$ cat src/rtl/if_pkg.sv
// Shared constants for the instruction-fetch slice: NOP encoding, default width, PC stride.
package if_pkg;
  localparam logic [31:0] NOP_INSTR    = 32'h00000013;
  localparam int          XLEN_DEFAULT = 32;
  localparam int          PC_INC       = 4;
endpackage

$ cat src/rtl/imem_bank.sv
// Instruction memory: one synchronous write port, one combinational read port.
// A read of the word being written this cycle returns the old contents.
module imem_bank
  import if_pkg::*;
#(
  parameter int DEPTH = 32
) (
  input  logic                     clk,
  input  logic                     we,
  input  logic [$clog2(DEPTH)-1:0] waddr,
  input  logic [31:0]              wdata,
  input  logic [$clog2(DEPTH)-1:0] raddr,
  output logic [31:0]              rdata
);

  // Power-up contents are NOP; reset deliberately does not touch the array.
  logic [31:0] r_mem [DEPTH] = '{default: NOP_INSTR};

  always_ff @(posedge clk) begin
    if (we) begin
      r_mem[waddr] <= wdata;
    end
  end

  assign rdata = r_mem[raddr];

endmodule

$ cat src/rtl/if_fetch_unit.sv
// Fetch stage: PC register, instruction memory lookup and IF/ID pipeline register.
// Priority per edge is reset, then redirect (flushes IF/ID), then stall (holds), then pc+4.
module if_fetch_unit
  import if_pkg::*;
#(
  parameter int              XLEN       = XLEN_DEFAULT,
  parameter int              IMEM_DEPTH = 32,
  parameter logic [XLEN-1:0] RESET_PC   = '0
) (
  input  logic                          clk,
  input  logic                          rst,
  input  logic                          stall,
  input  logic                          branch_taken,
  input  logic [XLEN-1:0]               branch_target,
  input  logic                          imem_we,
  input  logic [$clog2(IMEM_DEPTH)-1:0] imem_waddr,
  input  logic [31:0]                   imem_wdata,
  output logic [XLEN-1:0]               pc,
  output logic [XLEN-1:0]               ifid_pc,
  output logic [31:0]                   ifid_instr,
  output logic                          ifid_valid,
  output logic                          fetch_oob,
  output logic                          misalign_err
);

  localparam int AW = $clog2(IMEM_DEPTH);

  logic [XLEN-1:0] r_pc;
  logic [XLEN-1:0] r_ifid_pc;
  logic [31:0]     r_ifid_instr;
  logic            r_ifid_valid;
  logic            r_misalign;

  logic [XLEN-1:0] w_word_idx;
  logic [XLEN-1:0] w_target;
  logic [31:0]     w_mem_word;
  logic [31:0]     w_fetch_word;
  logic            w_oob;

  assign w_word_idx   = r_pc >> 2;
  assign w_oob        = (w_word_idx >= XLEN'(IMEM_DEPTH));
  assign w_target     = {branch_target[XLEN-1:2], 2'b00};
  assign w_fetch_word = w_oob ? NOP_INSTR : w_mem_word;

  imem_bank #(
    .DEPTH (IMEM_DEPTH)
  ) u_imem (
    .clk   (clk),
    .we    (imem_we),
    .waddr (imem_waddr),
    .wdata (imem_wdata),
    .raddr (r_pc[AW+1:2]),
    .rdata (w_mem_word)
  );

  always_ff @(posedge clk or posedge rst) begin
    if (rst) begin
      r_pc         <= RESET_PC;
      r_ifid_pc    <= RESET_PC;
      r_ifid_instr <= NOP_INSTR;
      r_ifid_valid <= 1'b0;
      r_misalign   <= 1'b0;
    end else if (branch_taken) begin
      // Redirect wins over stall; the wrong-path fetch is squashed into a bubble.
      r_pc         <= w_target;
      r_ifid_pc    <= r_pc;
      r_ifid_instr <= NOP_INSTR;
      r_ifid_valid <= 1'b0;
      if (|branch_target[1:0]) begin
        r_misalign <= 1'b1;
      end
    end else if (!stall) begin
      r_pc         <= r_pc + XLEN'(PC_INC);
      r_ifid_pc    <= r_pc;
      r_ifid_instr <= w_fetch_word;
      r_ifid_valid <= 1'b1;
    end
  end

  assign pc           = r_pc;
  assign ifid_pc      = r_ifid_pc;
  assign ifid_instr   = r_ifid_instr;
  assign ifid_valid   = r_ifid_valid;
  assign fetch_oob    = w_oob;
  assign misalign_err = r_misalign;

endmodule

$ cat config.mk
export PLATFORM = sky130hd
export DESIGN_NAME = if_fetch_unit
export DESIGN_NICKNAME = d
export VERILOG_FILES = /design/src/rtl/if_pkg.sv /design/src/rtl/imem_bank.sv /design/src/rtl/if_fetch_unit.sv
export SDC_FILE = /design/constraint.sdc
export NUM_CORES = 1
export LEC_CHECK = 0
export CAP_MARGIN = 15
export CORE_MARGIN = 4
export CORE_UTILIZATION = 35
export CTS_CLUSTER_SIZE = 24
export DETAILED_ROUTE_END_ITERATION = 6
export PLACE_DENSITY = 0.58
export SLEW_MARGIN = 20
export SYNTH_ARGS = -nofsm -noshare
export SYNTH_HDL_FRONTEND = slang
export SYNTH_SLANG_ARGS = --single-unit
$ cat constraint.sdc
create_clock -name clk -period 6.3 [get_ports clk]
set_input_delay 1.575 -clock clk [delete_from_list [all_inputs] [get_ports clk]]
set_output_delay 1.575 -clock clk [all_outputs]
set_load 0.02 [all_outputs]
-- Word-level counts from Yosys, hierarchy flattened
Memory sizes are Yosys's and may differ from the RTL's.
Cells that the tools add are included.
- equal/unequal tests: 1
- order comparisons: 1
- muxes and demuxes: 11
- $mul: 0
- add/sub/neg operators: 1
- reduce and logical (&&, ||, !) cells: 2
- bitwise gates (word level): 0
- shift operators: 0
- divide/modulo/power cells: 0
- operators by type and width (cell ; number):
    $mux 32 ; 7
    $add 32x3->32 const B ; 1
    $ge 30x6->1 const B ; 1
    $mux 1 ; 4
    $ne 2x1->1 const B ; 1
    $reduce_and 2->1 ; 1
    $reduce_or 2->1 ; 1
- input bits: 74
- output and inout bits: 99
- latch bits: 0
- bits in writable memories: 1024
- memories kept: 1
- bits in read-only memories: 0
- word-level logic and storage cells: 22
- register bits after elaboration: 98
- memories (name ; depth ; width ; rd ports ; clocked after Yosys merged registers in ; write ports ; line ; source):
    u_imem.r_mem ; 32 ; 32 ; 1 ; 0 ; 1 ; imem_bank.sv:17 ; logic [31:0] r_mem [DEPTH] = '{default: NOP_INSTR};

-- Logic depth before layout (Yosys ltp)
- word-level depth: 4
- mapped depth: 8
- gate-level depth less buffers: 5

-- By module
Synthesis repeated with hierarchy kept, for this count alone.
- cells, all modules: 2672
- area, all modules: 44348.8 sq um
- by module, submodules not included (module ; seq. area each (sq um) ; cells each ; area an instance (sq um) ; instances):
    imem_bank ; 30749.5 ; 2228 ; 39844.5 ; 1
    if_fetch_unit ; 2356.0 ; 444 ; 4504.3 ; 1

-- Worst setup path before layout
No wires, ideal clock.
- path kind: input-to-reg
- start point: in imem_waddr[1]
- end point: mem u_imem.r_mem[12][0] (enable)
- path buffers: 1
- library setup time: 0.421 ns
- stages on the path: 3
- data required time: 5.879 ns
- data arrival time: 3.588 ns
- path slack: 2.291 ns
- path through: or3b_2 -> clkbuf_1 -> nor2_1
- RTL lines (item ; line ; source):
    from (decl) ; if_fetch_unit.sv:16 ; input logic [$clog2(IMEM_DEPTH)-1:0] imem_waddr,
    to (decl) ; imem_bank.sv:17 ;
No word-level cell before the write port.

-- Worst setup path in the final report
- start point: reg r_pc[11] (netlist: pc[11])
- end point: out fetch_oob
- cells in the longest elaborated chain, start to end: 1
- RTL lines (item ; line ; source):
    from (decl) ; if_fetch_unit.sv:28 ; logic [XLEN-1:0] r_pc;
    from (signal assigned) ; if_fetch_unit.sv:65 ; r_pc <= w_target;
    from (signal assigned) ; if_fetch_unit.sv:73 ; r_pc <= r_pc + XLEN'(PC_INC);
    $ge 30x6->1 ; if_fetch_unit.sv:41 ; assign w_oob = (w_word_idx >= XLEN'(IMEM_DEPTH));
    to (decl) ; if_fetch_unit.sv:22 ; output logic fetch_oob,
No other way between the ends.

==> results.tsv <==
metric	value	unit
drt-total-wl	113000	um
cts_setup_buffers	0	
busiest_layer	met2	
synth_seq_area_share	76.7	%
crit_path_end_kind	output pin	
cpMaxStageDelayCell	clkdlybuf4s50_1	
ios	173	
antenna_found_initial	4	
met1_usage	21.9	%
htree_num_levels	3	
async_flop_share	8.41	%
routed_via_density	5.37	
holdPathEnd	misalign_err$_DFFE_PP0P_	
slew_headroom	25.2	%
crit_required	4720	ps
r2r_cells	6	
synth_top_area_share	71.2	%
coreArea	122000	um^2
grt_pass1_vias	22600	
die_area	129000	um^2
clock_path_buffers	3	
maxCapViolCount	0	
setup_viol	0	
clkTransAtPathRegs	70	ps
drc_errors	0	
yosysUniqueCellTypes	58	
synth.area.top_cells	edfxtp_1 71%, mux4_2 8.6%, dfrtp_1 5.3%, mux2i_1 4.2%, a22oi_1 1.1%	
die_y	359	um
worstSetupPathType	flop to output pin	
worst_pin_slew	1120	ps
r2r_start	pc[3]$_DFFE_PP0N_	
final_cell_mix	1024 x edfxtp_1, 183 x mux2i_1, 165 x mux4_2	
clock_sinks	1118	
firstDrtPassIters	5	
place.gp.congestion	0.835	
grt_usage	17.1	%
cts_resized	0	
status	finished clean	
synth_top_area_cell	edfxtp_1	
ir_drop	224	uV
cts_buffers	111	
synth_flop_cell	edfxtp_1	
num_vias	22200	
worstPathMaxFanout	7	
hold_buffers	0	
post-route-period-util	71.9	%
layout-area-overhead-vs-synth	19.0	%
fin_nets	2482	
met2_usage	30.1	%
row_count	128	
total_power	16.7	mW
synth_area	43200	um^2
rsz0062_at_grt	false	
dp_hpwl	72700	um
dp_slack	1800	ps
fillers	10500	
syn_inst	2177	
cp-start-kind	flop	
min-delay-start	misalign_err$_DFFE_PP0P_	
drive_gt1_share	20.0	%
hold_path_depth	1	
worst_slack	1770	ps
p_per_area	325	nW/um^2
grt-ovfl-total	0	
path_cells	nor4_1 > nand4_1 > or3_1 > clkdlybuf4s50_1	
maxSlewViolCount	0	
cts_root_buffer	clkbuf_16	
routedWlPerCell	27.4	um
drt_iter0_markers	2282	
port_buffers	168	
cts_tree	done	
r2r_slack	2950	ps
power.leakage	16.5	nW
final_common_cell	edfxtp_1	
min_period	4530	ps
arrival	2960	ps
setup_tns	0	ps
r2r_end	pc[20]$_DFFE_PP0N_	
grt_max_degree	100	
finalHoldViolCount	0	
synth_edf_count	1024	
drtAntennaViolNets	0	
use_met3	2.00	%
timing.fmax	221	MHz
die_w	359	um
start_util	35.3	%
slowest_delay	580	ps
grt_pass1_wl	163000	um
clock_latency	710	ps
yosys_warnings	0	
syn_avg_cell_area	19.8	um^2
worstHoldPathType	flop to flop	
finClkSkew	50.6	ps
ys_ff_latch	1118	
cells in the mapped netlist (5+ instances only):
cell,count
edfxtp_1,1024
mux2i_1,183
mux4_2,165
nand2_1,102
dfrtp_1,91
a22oi_1,63
buf_2,56
nor2_1,53
clkbuf_1,49
o22ai_1,32
o221ai_1,30
a211oi_1,27
a22o_1,27
mux2_2,25
o21ai_0,23
nand3_1,20
o41ai_1,19
buf_4,14
or4_1,14
a31oi_1,12
nand3b_1,12
nand4_1,10
o41ai_2,10
o31ai_1,9
nor2b_1,8
nor4_1,8
inv_1,7
or3_1,7
xor2_1,7
or3b_2,6
xnor2_1,6
and2_1,5
and4_1,5
worst max-delay path, delay by kind of cell, from the launching register on:
kind / cells / cell delay [ps]
buf+inv: 1 / 580
flops: 1 / 470
simple gates: 3 / 1250
state kept, by name, summed over array words and instances (netlist names):
signal / flops
misalign_err: 1
ifid_instr: 32
ifid_pc: 30
u_imem.r_mem: 1024
ifid_valid: 1
pc: 30
final cells by class:
cell class	instances	area, um^2	share of cell area [%]
diodes	1	2.50	0.00487
clock inverters	73	897	1.75
flip-flops and latches	1118	33100	64.5
repair buffers	237	2660	5.18
clock buffers	137	2900	5.64
well taps	1625	2030	3.96
inverters	8	32.5	0.0633
multi-input cells	930	9730	18.9
how the worst max path moves through the flow:
stage | startpoint | endpoint | slack (ps) | cells after the start
after global routing | pc[11]$_DFFE_PP0N_ | fetch_oob | 1730 | 4
after CTS | pc[11]$_DFFE_PP0N_ | fetch_oob | 1760 | 4
after detailed placement | imem_we | u_imem.r_mem[17][1]$_DFFE_PP_ | 1800 | 3
final | pc[11]$_DFFE_PP0N_ | fetch_oob | 1770 | 4
after global placement | imem_we | u_imem.r_mem[23][27]$_DFFE_PP_ | 1810 | 3
after floorplan | rst | ifid_instr[10]$_DFFE_PP0N_ | 2280 | 1
power breakdown:
part / switching, mW / leakage (nW) / internal [mW]
Sequential: 0.107 / 10.4 / 8.23
Combinational: 0.921 / 4.32 / 0.609
Clock: 2.84 / 1.82 / 3.99
per-stage QoR:
step | instances | utilization [%] | area, um^2 | hold slack (ps)
after CTS | 4119 | 41.8 | 51100 | 475
after floorplan | 2180 | - | 43200 | 582
after global routing | 4129 | 42.0 | 51400 | 491
final | 4129 | 42.0 | 51400 | 477
after detailed placement | 3909 | 38.7 | 47300 | 457
after global placement | 3894 | 38.4 | 46900 | 451
cell families after synthesis:
family                   after synthesis  synth area share [%]
AO/OA/AOI/OAI                        267                  4.81
XOR/XNOR                              13                 0.264
adder cells (fa/ha/maj)                2                0.0580
buffers and inverters                132                  1.45
flip-flops                          1118                  76.7
multiplexers                         373                  13.5
other                                  1               0.00869
AND/OR/NAND/NOR                      271                  3.21
metal layers:
metal / vias to the layer above / wire [um]
met3: 175 / 5280
met1: 11800 / 44900
met2: 691 / 58900
met5: - / 13
met4: 2 / 4090
li1: 9484 / -
No activity file was read; power rests on OpenSTA's default activity.
